--- config.mk ---
export PLATFORM = sky130hd
export DESIGN_NAME = tile_renderer
export DESIGN_NICKNAME = d
export VERILOG_FILES = /design/src/rtl/tile_renderer_pkg.sv /design/src/rtl/tile_renderer_painter.sv /design/src/rtl/tile_renderer.sv
export SDC_FILE = /design/constraint.sdc
export NUM_CORES = 1
export LEC_CHECK = 0
export CAP_MARGIN = 10
export CORE_MARGIN = 5
export CORE_UTILIZATION = 45
export DETAILED_ROUTE_END_ITERATION = 10
export PLACE_DENSITY = 0.77
export SLEW_MARGIN = 5
export SYNTH_ARGS = -nofsm -noshare
export SYNTH_HDL_FRONTEND = slang
export SYNTH_SLANG_ARGS = --single-unit
--- constraint.sdc ---
create_clock -name i_clk -period 2.54 [get_ports i_clk]
set_clock_uncertainty 0.2 [all_clocks]
set_input_delay 0.508 -clock i_clk [delete_from_list [all_inputs] [get_ports i_clk]]
set_output_delay 0.508 -clock i_clk [all_outputs]
set_load 0.1 [all_outputs]
--- src/rtl/tile_renderer_pkg.sv ---
// Shared definitions for the tile renderer: tile codes, RGB444 palette,
// grid geometry and a small range helper used by both pipeline stages.
//
// Contents:
//   tile_e       - map tile codes returned by the game logic
//   TILE_SHIFT   - log2 of the tile edge length in pixels (32 px tiles)
//   GRID_N       - tiles per grid side
//   C_*          - 12-bit {R,G,B} colour constants
//   inRange()    - inclusive range test on a 5-bit in-tile coordinate
package tile_renderer_pkg;

  typedef enum logic [3:0] {
    T_FLOOR    = 4'd0,
    T_WALL     = 4'd1,
    T_BOX      = 4'd2,
    T_BOX_GOAL = 4'd3,
    T_GOAL     = 4'd4
  } tile_e;

  localparam int TILE_SHIFT = 5;
  localparam int GRID_N     = 8;

  localparam logic [11:0] C_BLACK   = 12'h000;
  localparam logic [11:0] C_WIN     = 12'h0F0;
  localparam logic [11:0] C_PLAYER  = 12'hF80;
  localparam logic [11:0] C_FLOOR   = 12'h222;
  localparam logic [11:0] C_MORTAR  = 12'h888;
  localparam logic [11:0] C_BRICK   = 12'hA40;
  localparam logic [11:0] C_BOXEDGE = 12'h630;
  localparam logic [11:0] C_BOXFILL = 12'hC83;
  localparam logic [11:0] C_BOXGOAL = 12'h0C4;
  localparam logic [11:0] C_GOAL    = 12'hFF0;
  localparam logic [11:0] C_ERROR   = 12'hF0F;

  function automatic logic inRange(input logic [4:0] v,
                                   input logic [4:0] lo,
                                   input logic [4:0] hi);
    return (v >= lo) && (v <= hi);
  endfunction

endpackage

--- src/rtl/tile_renderer_painter.sv ---
// Combinational tile painter: turns a tile code plus the pixel position
// inside the 32x32 tile into an RGB444 colour.
//
// Ports:
//   i_tile      - tile code from the map
//   i_lx, i_ly  - pixel position inside the tile, 0..31
//   i_isPlayer  - pixel lies in the player sprite square of the player tile
//   i_blinkOff  - player is in the dark half of its win blink
//   o_rgb       - {R,G,B} colour for this pixel
module tile_renderer_painter
  import tile_renderer_pkg::*;
(
  input  logic [3:0]  i_tile,
  input  logic [4:0]  i_lx,
  input  logic [4:0]  i_ly,
  input  logic        i_isPlayer,
  input  logic        i_blinkOff,
  output logic [11:0] o_rgb
);

  logic w_mortar;
  logic w_boxEdge;
  logic w_goalCore;

  // Mortar lines every 16 px give two brick courses per tile.
  assign w_mortar = (i_lx[3:0] == 4'h0) || (i_ly[3:0] == 4'h0);

  // Box border is two pixels thick: in-tile coordinates 0,1 and 30,31.
  assign w_boxEdge = (i_lx[4:1] == 4'h0) || (i_lx[4:1] == 4'hF) ||
                     (i_ly[4:1] == 4'h0) || (i_ly[4:1] == 4'hF);

  assign w_goalCore = inRange(i_lx, 5'd12, 5'd19) && inRange(i_ly, 5'd12, 5'd19);

  // The player sprite is painted over whatever tile it stands on; unknown
  // tile codes fall through to magenta so map corruption is visible.
  always_comb begin
    o_rgb = C_ERROR;
    if (i_isPlayer) begin
      o_rgb = i_blinkOff ? C_FLOOR : C_PLAYER;
    end else begin
      case (i_tile)
        T_FLOOR:    o_rgb = C_FLOOR;
        T_WALL:     o_rgb = w_mortar ? C_MORTAR : C_BRICK;
        T_BOX:      o_rgb = w_boxEdge ? C_BOXEDGE : C_BOXFILL;
        T_BOX_GOAL: o_rgb = w_boxEdge ? C_BOXEDGE : C_BOXGOAL;
        T_GOAL:     o_rgb = w_goalCore ? C_GOAL : C_FLOOR;
        default:    o_rgb = C_ERROR;
      endcase
    end
  end

endmodule

--- src/rtl/tile_renderer.sv ---
// Pixel-colour stage between the game map and the VGA controller.
// Stage 1 registers the tile address and in-tile position of the scan pixel;
// stage 2 paints the returned tile into pix_rgb. Address-to-colour latency
// is two clocks. A vs-driven frame counter times the player blink and the
// win flash around the grid.
//
// Ports:
//   i_clk        - pixel clock
//   i_rst        - asynchronous active-high reset
//   i_row_addr   - scan row 0..479
//   i_col_addr   - scan column 0..639
//   i_rdn        - active-low display enable
//   i_vs         - vertical sync
//   o_map_x/y    - registered tile column/row presented to the game logic
//   i_map_tile   - tile at (map_x, map_y), returned combinationally
//   i_p_x/i_p_y  - player tile coordinates
//   i_win        - level-complete flag
//   o_pix_rgb    - {R,G,B} colour to the VGA controller
module tile_renderer
  import tile_renderer_pkg::*;
#(
  parameter int X0        = 192,
  parameter int Y0        = 112,
  parameter int BLINK_BIT = 4
) (
  input  logic        i_clk,
  input  logic        i_rst,
  input  logic [8:0]  i_row_addr,
  input  logic [9:0]  i_col_addr,
  input  logic        i_rdn,
  input  logic        i_vs,
  output logic [2:0]  o_map_x,
  output logic [2:0]  o_map_y,
  input  logic [3:0]  i_map_tile,
  input  logic [2:0]  i_p_x,
  input  logic [2:0]  i_p_y,
  input  logic        i_win,
  output logic [11:0] o_pix_rgb
);

  logic [9:0]  w_dx;
  logic [9:0]  w_dy;
  logic        w_inGrid;
  logic        r_de;
  logic        r_inGrid;
  logic [4:0]  r_lx;
  logic [4:0]  r_ly;
  logic        r_vsQ;
  logic [7:0]  r_frameCnt;
  logic        w_isPlayer;
  logic        w_blinkOff;
  logic [11:0] w_tileRgb;
  logic [11:0] w_nextRgb;

  // Offsets wrap modulo 1024, so pixels left of / above the grid become
  // large values and a single unsigned compare covers both sides.
  assign w_dx     = i_col_addr - 10'(X0);
  assign w_dy     = {1'b0, i_row_addr} - 10'(Y0);
  assign w_inGrid = (w_dx[9:8] == 2'b00) && (w_dy[9:8] == 2'b00);

  always_ff @(posedge i_clk or posedge i_rst) begin
    if (i_rst) begin
      r_de     <= 1'b0;
      r_inGrid <= 1'b0;
      o_map_x  <= 3'd0;
      o_map_y  <= 3'd0;
      r_lx     <= 5'd0;
      r_ly     <= 5'd0;
    end else begin
      r_de     <= ~i_rdn;
      r_inGrid <= w_inGrid;
      o_map_x  <= w_dx[7:TILE_SHIFT];
      o_map_y  <= w_dy[7:TILE_SHIFT];
      r_lx     <= w_dx[TILE_SHIFT-1:0];
      r_ly     <= w_dy[TILE_SHIFT-1:0];
    end
  end

  // Frame counter advances once per rising edge of vs.
  always_ff @(posedge i_clk or posedge i_rst) begin
    if (i_rst) begin
      r_vsQ      <= 1'b0;
      r_frameCnt <= 8'd0;
    end else begin
      r_vsQ <= i_vs;
      if (i_vs && !r_vsQ) begin
        r_frameCnt <= r_frameCnt + 8'd1;
      end
    end
  end

  // The sprite is the central 16x16 square of the player's tile.
  assign w_isPlayer = (o_map_x == i_p_x) && (o_map_y == i_p_y) &&
                      inRange(r_lx, 5'd8, 5'd23) && inRange(r_ly, 5'd8, 5'd23);
  assign w_blinkOff = i_win && !r_frameCnt[BLINK_BIT];

  tile_renderer_painter u_painter (
    .i_tile     (i_map_tile),
    .i_lx       (r_lx),
    .i_ly       (r_ly),
    .i_isPlayer (w_isPlayer),
    .i_blinkOff (w_blinkOff),
    .o_rgb      (w_tileRgb)
  );

  // Blanking wins over everything; the win flash only lights the border
  // area so the solved board stays readable.
  always_comb begin
    w_nextRgb = C_BLACK;
    if (!r_de) begin
      w_nextRgb = C_BLACK;
    end else if (!r_inGrid && i_win && r_frameCnt[BLINK_BIT]) begin
      w_nextRgb = C_WIN;
    end else if (!r_inGrid) begin
      w_nextRgb = C_BLACK;
    end else begin
      w_nextRgb = w_tileRgb;
    end
  end

  always_ff @(posedge i_clk or posedge i_rst) begin
    if (i_rst) begin
      o_pix_rgb <= C_BLACK;
    end else begin
      o_pix_rgb <= w_nextRgb;
    end
  end

endmodule

== Word level (Yosys, flattened, before mapping) ==
Cells that the tools add are included.
W data, S select, Z words.
Storage, ports and cells
  output and inout bits: 18
  input port bits: 34
  register bits: 39
Cells by class
  mux-type cells: 10
  magnitude comparators: 8
  bitwise operators: 1
  eq/ne operators: 8
  add/subtract/negate cells: 3
  reductions and logical operators: 27
Operator list (count)
  $mux W12: 7
  $pmux W12 S5: 1
  $ge A5 B4 Y1 const B: 4
  $le A5 B5 Y1 const B: 4
  $logic_not A4 Y1: 5
  $logic_and A1 B1 Y1: 13
  $mux W11: 1
  $mux W10: 1
  $sub A10 B8 Y10 const B: 1
  $sub A9 B7 Y10 const B: 1
  $add A8 B1 Y8 const B: 1
  $eq A4 B2 Y1 const B: 2
  $eq A4 B4 Y1 const B: 2
  $eq A3 B3 Y1: 2
  $eq A4 B1 Y1 const B: 1
  $eq A4 B3 Y1 const B: 1
  $logic_not A2 Y1: 2
  $logic_or A1 B1 Y1: 4
  $logic_not A1 Y1: 3
  $not A1 Y1: 1

== Logic depth before layout (Yosys ltp) ==
Gate-level depths: netlist of run 1.
  depth after elaboration: 10
  gate-level depth with buffers: 5
  mapped depth without buffers: 5

== By module ==
Synthesis of run 1 repeated with hierarchy kept, for this count alone.
Unflattened totals
  cells, all modules: 148
  area total of the unflattened synthesis: 1695.4 µm²
By module, submodules not included
  tile_renderer: cells an instance 96, area each 1325.0 µm², sequential area each 900.9 µm², instances 1
  tile_renderer_painter: cells an instance 52, area each 370.4 µm², sequential area each 0.0 µm², instances 1

== Worst setup path after synthesis of run 1 ==
No wires, ideal clock.
  path kind: register -> register
  from: reg o_map_y[0]
  to: reg o_pix_rgb[3]
  stages on the path, launching flop included: 6
  setup slack: 0.339 ns
  data required time: 2.221 ns
  setup time: 0.119 ns
  data arrival time: 1.882 ns
  cell sequence: dfrtp_1 > xnor2_1 > nand4_1 > nor2_1 > or2_1 > o21ba_2
Between the ends
  cells in the longest elaborated chain, start to end: 8
Ends and longest elaborated chain
  start: declaration: RTL line tile_renderer.sv:33  | output logic [2:0] o_map_y,
  start signal: assignment: RTL line tile_renderer.sv:73  | o_map_y <= w_dy[7:TILE_SHIFT];
  $eq A3 B3 Y1: RTL line tile_renderer.sv:93  | assign w_isPlayer = (o_map_x == i_p_x) && (o_map_y == i_p_y) &&
  $logic_and A1 B1 Y1 (2 in series): RTL line tile_renderer.sv:93
  $logic_and A1 B1 Y1: RTL line tile_renderer.sv:94  | inRange(r_lx, 5'd8, 5'd23) && inRange(r_ly, 5'd8, 5'd23);
  $mux W12: RTL line tile_renderer_painter.sv:38  | if (i_isPlayer) begin
  $mux W12: RTL line tile_renderer.sv:114  | end else if (!r_inGrid) begin
  $mux W12: RTL line tile_renderer.sv:112  | end else if (!r_inGrid && i_win && r_frameCnt[BLINK_BIT]) begin
  $mux W12: RTL line tile_renderer.sv:110  | if (!r_de) begin
  via w_nextRgb[3]: RTL line tile_renderer.sv:53  | logic [11:0] w_nextRgb;
  end signal: assignment: RTL line tile_renderer.sv:125  | o_pix_rgb <= w_nextRgb;
  end: declaration: RTL line tile_renderer.sv:38  | output logic [11:0] o_pix_rgb
The timed path passes the listed nets, and every way through them passes these cells.
A chain may end at the register's enable or synchronous reset.

== Worst setup path in the final report of run 1 ==
  from: in i_map_tile[3]
  to: reg o_pix_rgb[6]
Between the ends
  cells in the longest elaborated chain, start to end: 6
Ends and longest elaborated chain
  start: declaration: RTL line tile_renderer.sv:34  | input logic [3:0] i_map_tile,
  $eq A4 B3 Y1, or another cell as far along: RTL line tile_renderer_painter.sv:41  | case (i_tile)
  $pmux W12 S5 (*): RTL line tile_renderer_painter.sv:41
  $mux W12 (*): RTL line tile_renderer_painter.sv:38
  $mux W12 (*): RTL line tile_renderer.sv:114
  $mux W12 (*): RTL line tile_renderer.sv:112
  $mux W12 (*): RTL line tile_renderer.sv:110
  via w_nextRgb[6]: RTL line tile_renderer.sv:53
The timed path passes the listed nets; every way through them passes the cells marked *.

==> flow_metrics.env, run 1 <==
export IMPL_fin_ws_ps=568
export IMPL_clockBufferDepth=2
export IMPL_clkLatencyLatePin_ps=350
export IMPL_worstMarginPinSlew_ps=512
export IMPL_antenna_cells=0
export IMPL_vdd_drop_max_v=0.000365
export IMPL_finalPower_mw=1.39
export IMPL_rsz0062_at_grt="false"
export IMPL_cts_hold_buf=0
export IMPL_rows=21
export IMPL_placed_area_um2=2100
export IMPL_worstHoldPathType="register to register"
export IMPL_swShare_pct=33.5
export IMPL_crit_arrival_ps=2030
export IMPL_cp_max_fo=5
export IMPL_finalHoldViolations=0
export IMPL_cap_violations=0
export IMPL_final_area_um2=2160
export IMPL_cts_setup_buffers=0
export IMPL_synth_top_flop_cell="dfrtp_1"
export IMPL_drive_gt1_share_pct=17.7
export IMPL_fmax_mhz=507
export IMPL_final_nets=228
export IMPL_synth_top_family_by_area="simple AND/OR/NAND/NOR gates"
export IMPL_gr_total_overflow=0
export IMPL_grt_pass1_wl_um=5460
export IMPL_initial_core_util_pct=46.6
export IMPL_synth_top_area_share_pct=57.9
export IMPL_h_tree_depth=2
export IMPL_yosysMostFrequentCell="dfrtp_1"
export IMPL_core_area_um2=3340
export IMPL_grt_pass1_vias=1266
export IMPL_clk_pin_slew_ps=100
export IMPL_vias_per_cell=5.18
export IMPL_synthXorXnorAreaFrac_pct=8.45
export IMPL_area_growth_pct=38.9
export IMPL_cts_resized_gates=0
export IMPL_seq_area_um2=901
export IMPL_die_y_um=68.8
export IMPL_period_share_pct=77.7
export IMPL_yosysTopAreaCell="dfrtp_1"
export IMPL_synth_simple_area_share_pct=19.6
export IMPL_vias=1232
export IMPL_ctsRootBufferMaster="clkbuf_4"
export IMPL_synth_edf_count=0
export IMPL_pwr_density_cell_nw_per_um2=646
export IMPL_num_fill_cells=284
export IMPL_synth_cell_area_um2=1560
export IMPL_ys_seq_elements=36
export IMPL_final_cell_count_no_fill=238
export IMPL_multiInputGateArea_um2=636
export IMPL_netSwitchingPower_mw=0.468
export IMPL_p_leak_nw=0.964
export IMPL_synth_fa_ha_area_share_pct=2.41
export IMPL_yosys_top_cells_count="36 x dfrtp_1, 11 x nor2_1, 9 x xnor2_1"
export IMPL_synth_compound_area_share_pct=9.01
export IMPL_dp_slack_ps=231
export IMPL_dieArea_um2=4730
export IMPL_drtAntennaViolNets=0
export IMPL_syn_num_nets=167
export IMPL_wl_um=3350
export IMPL_final_util_pct=64.7
export IMPL_synth_area_top_cells="dfrtp_1 58%, xnor2_1 5.1%, xor2_1 3.4%"
export IMPL_comb_power_share_pct=27.7
export IMPL_p_int_mw=0.927
export IMPL_synthMuxAreaShare_pct=1.37
export IMPL_async_flop_share_pct=100
export IMPL_drt_first_pass_iters=4
export IMPL_cts_tree="built"
export IMPL_routabilityCongestion=0.980
export IMPL_die_x_um=68.8
export IMPL_crit_required_ps=2600
export IMPL_postSynthAreaPerCell_um2=12.0
export IMPL_synthCells=130
export IMPL_setup_violations=0
export IMPL_drc=0
export IMPL_startpoint_type="input pin"
export IMPL_fin_tns_setup_ps=0
export IMPL_cts_made_buffers=5
export IMPL_netlist_cell_type_count=37
export IMPL_drv_slew=0
export IMPL_drt_iter0_drc=58
export IMPL_clockPowerShare_pct=22.4
export IMPL_place_hpwl_um=2670
export IMPL_relSlewSlack_pct=65.4
export IMPL_grt_max_degree=37
export IMPL_ys_seq_area_share_pct=57.9
export IMPL_critical_path_class="input pin to register"
export IMPL_io_buffer_count=51
export IMPL_io_pins=52
export IMPL_clock_sinks=36
export IMPL_hold_slack_ps=289
export IMPL_post_place_cells=230
export IMPL_antenna_found_initial=0
export IMPL_p_seq_share_pct=49.9
export IMPL_cp_end_kind="register"
export IMPL_min_period_ps=1970
export IMPL_wire_per_inst_um=14.1
export IMPL_yosysWarnings=0
export IMPL_grt_usage_pct=16.0
export IMPL_status="finished clean"
## per-layer routing
layer	share of wire (%)	wire length [um]	vias up	GRT usage, %
met3	6.4	214	13	5.02
met4	3.0	99	0	10.7
met2	53	1770	44	26.9
met5	0	0	-	0
li1	-	-	595	-
met1	38	1270	580	17.0
## power groups by stage
stage               Combinational, mW  Clock (mW)  Sequential, mW
detailed placement              0.389           0           0.709
floorplan                       0.124           0           0.837
CTS                             0.391       0.321           0.697
finish                          0.387       0.312           0.696
global placement                0.374           0           0.704
global route                    0.416       0.347           0.708
## path summary, 6_finish.rpt
path / from / endpoint / slack [ps] / cells past startpoint
hold / removal: r_frameCnt[3] / r_frameCnt[3] / 290 / 1
hold reg to reg: r_frameCnt[3] / r_frameCnt[3] / 290 / 1
setup reg to reg: r_lx[3] / o_pix_rgb[7] / 570 / 5
min in group asynchronous: i_rst / o_pix_rgb[3] / 350 / 3
max in group asynchronous: i_rst / o_pix_rgb[9] / 1480 / 3
setup / recovery: i_map_tile[3] / o_pix_rgb[6] / 570 / 5
## cell families (layout without fill, tap and decap cells)
logic type | count (synthesis) | in the layout
simple gates | 47 | 47
flops | 36 | 36
compound gates | 22 | 22
xor+xnor | 15 | 15
buf+inv | 5 | 67
fa+ha+maj | 3 | 3
mux | 2 | 2
## flip-flops by register name, summed over array words and instances (netlist names)
register / count
r_lx: 5
r_frameCnt: 5
o_map_y: 3
r_vsQ: 1
r_inGrid: 1
r_ly: 5
o_map_x: 3
r_de: 1
o_pix_rgb: 12
## cell usage in the layout, fill, tap and decap left out, drive strengths merged, types with 3 or more instances in the layout
cell,instances
a21oi,7
a31oi,3
buf,21
clkbuf,8
clkdlybuf4s50,33
dfrtp,36
ha,3
inv,5
nand2,5
nand3b,3
nand4,7
nor2,11
nor2b,3
nor3b,4
o21ai,4
or4,4
xnor2,9
xor2,6
## critical path, cell delays in order
cell	delay, ps
clkdlybuf4s50_1	480
or3_1	440
o22ai_1	290
nor2b_1	100
o31ai_1	210
## layout make-up
class,instances,share of cell area (%)
repair buffers,54,22.6
inverters,5,0.869
multi-input cells,89,29.4
well taps,46,2.67
clock buffers,8,2.72
flip-flops and latches,36,41.7
Note: power is estimated with default switching activity, not from simulation.
==> run 2, diff against run 1 <==
==> constraint.sdc (replaced) <==
create_clock -name i_clk -period 1.87 [get_ports i_clk]
set_clock_uncertainty 0.2 [all_clocks]
set_input_delay 0.374 -clock i_clk [delete_from_list [all_inputs] [get_ports i_clk]]
set_output_delay 0.374 -clock i_clk [all_outputs]
set_load 0.1 [all_outputs]
==> flow_metrics.env, run 2 (synthesis results as in run 1) <==
export IMPL_h_tree_depth=2
export IMPL_netSwitchingPower_mw=0.675
export IMPL_vdd_drop_max_v=0.000673
export IMPL_dp_slack_ps=-259
export IMPL_timing_rr_start="r_ly[3]"
export IMPL_die_x_um=68.8
export IMPL_vias_per_cell=5.19
export IMPL_drive_gt1_share_pct=33.3
export IMPL_antenna_cells=0
export IMPL_grt_pass1_wl_um=5850
export IMPL_cp_end_kind="register"
export IMPL_wl_um=3840
export IMPL_routabilityCongestion=0.901
export IMPL_drc=0
export IMPL_clockBufferDepth=2
export IMPL_crit_required_ps=1900
export IMPL_hold_slack_ps=146
export IMPL_vias=1344
export IMPL_regMostFlops="o_pix_rgb"
export IMPL_rsz0062_at_grt="true"
export IMPL_cts_tree="built"
export IMPL_rr_endpoint="o_pix_rgb[7]"
export IMPL_fin_ws_ps=8.21
export IMPL_layout_common_cells="33 x clkdlybuf4s50_1, 29 x dfrtp_1, 24 x buf_4, 18 x buf_12, 10 x nor2_1"
export IMPL_initial_core_util_pct=46.6
export IMPL_clk_pin_slew_ps=110
export IMPL_die_y_um=68.8
export IMPL_ctsRootBufferMaster="clkbuf_4"
export IMPL_relSlewSlack_pct=81.6
export IMPL_io_buffer_count=51
export IMPL_finalHoldViolations=0
export IMPL_fmax_mhz=537
export IMPL_gr_total_overflow=0
export IMPL_dieArea_um2=4730
export IMPL_period_share_pct=99.6
export IMPL_p_leak_nw=1.13
export IMPL_status="finished clean"
export IMPL_worstMarginPinSlew_ps=273
export IMPL_min_period_ps=1860
export IMPL_mostFrequentLayoutCell="clkdlybuf4s50_1"
export IMPL_drv_slew=0
export IMPL_final_area_um2=2600
export IMPL_worstHoldPathType="input pin to async pin"
export IMPL_setup_violations=0
export IMPL_grt_pass1_vias=1300
export IMPL_largest_register_ffs=12
export IMPL_grt_max_degree=20
export IMPL_clockPowerShare_pct=19.9
export IMPL_io_pins=52
export IMPL_antenna_found_initial=0
export IMPL_area_growth_pct=67.4
export IMPL_cts_made_buffers=5
export IMPL_core_area_um2=3340
export IMPL_p_seq_share_pct=48.6
export IMPL_drt_iter0_drc=69
export IMPL_drtAntennaViolNets=0
export IMPL_num_fill_cells=218
export IMPL_final_nets=249
export IMPL_grt_usage_pct=17.3
export IMPL_drt_first_pass_iters=4
export IMPL_critical_path_class="register to register"
export IMPL_startpoint_type="register"
export IMPL_cap_violations=0
export IMPL_comb_power_share_pct=31.6
export IMPL_rows=21
export IMPL_clock_sinks=36
export IMPL_finalPower_mw=1.99
export IMPL_reg2reg_depth=5
export IMPL_wire_per_inst_um=14.8
export IMPL_pwr_density_cell_nw_per_um2=765
export IMPL_final_util_pct=78.0
export IMPL_rrSetupSlack_ps=8
export IMPL_cp_max_fo=4
export IMPL_p_int_mw=1.32
export IMPL_clkLatencyLatePin_ps=340
export IMPL_crit_arrival_ps=1900
export IMPL_cts_hold_buf=0
export IMPL_swShare_pct=33.9
export IMPL_place_hpwl_um=3050
export IMPL_placed_area_um2=2470
-- run 2: final cells by class --
| type | count | area, um^2 | area share (%) |
|---|---|---|---|
| Sequential cell | 36 | 925 | 35.5 |
| Multi-Input combinational cell | 89 | 676 | 25.9 |
| Clock inverter | 3 | 18.8 | 0.721 |
| Inverter | 5 | 18.8 | 0.721 |
| Tap cell | 46 | 57.6 | 2.21 |
| Clock buffer | 5 | 37.5 | 1.44 |
| Timing Repair Buffer | 75 | 871 | 33.4 |
-- run 2: worst max-delay path, stage by stage (launching register included) --
cell and delay, ps:
dfrtp_2 450, or4_4 540, nand4_4 90, o22ai_2 100, nor4b_2 290, o21ai_1 80
-- run 2: what timing repair did --
item,4_1_cts,5_1_grt
resized for setup,1,8
buffers inserted,0,5
pin swaps,0,3
setup endpoints to repair,2,8
-- run 2: how the worst max path moves through the flow --
stage | end | cells after the start | from
2_1_floorplan | o_pix_rgb[3] | 5 | o_map_y[0]
3_5_place_dp | o_pix_rgb[6] | 5 | i_map_tile[3]
3_3_place_gp | o_pix_rgb[6] | 5 | i_map_tile[3]
4_1_cts | o_pix_rgb[7] | 5 | r_ly[3]
6_report | o_pix_rgb[7] | 5 | r_ly[3]
5_1_grt | o_pix_rgb[7] | 5 | r_ly[3]
-- run 2: layer usage --
layer / wire [um] / up-vias / GRT usage, %
li1: - / 632 / -
met1: 1380 / 642 / 17.8
met2: 2090 / 57 / 31.2
met3: 261 / 13 / 5.19
met4: 108 / 0 / 9.00
met5: 0 / - / 0
-- run 2: per-stage QoR --
stage               instances  setup TNS [ps]
floorplan                 130               0
global placement          246           -1170
detailed placement        246           -2070
CTS                       254               0
global route              259           -86.3
finish                    259               0
-- run 2: power by group through the flow --
stage / Combinational [mW] / Clock, mW / Sequential (mW)
CTS: 0.616 / 0.404 / 0.968
floorplan: 0.168 / 0 / 1.15
global placement: 0.598 / 0 / 0.977
finish: 0.629 / 0.396 / 0.968
global route: 0.661 / 0.448 / 0.983
detailed placement: 0.615 / 0 / 0.982
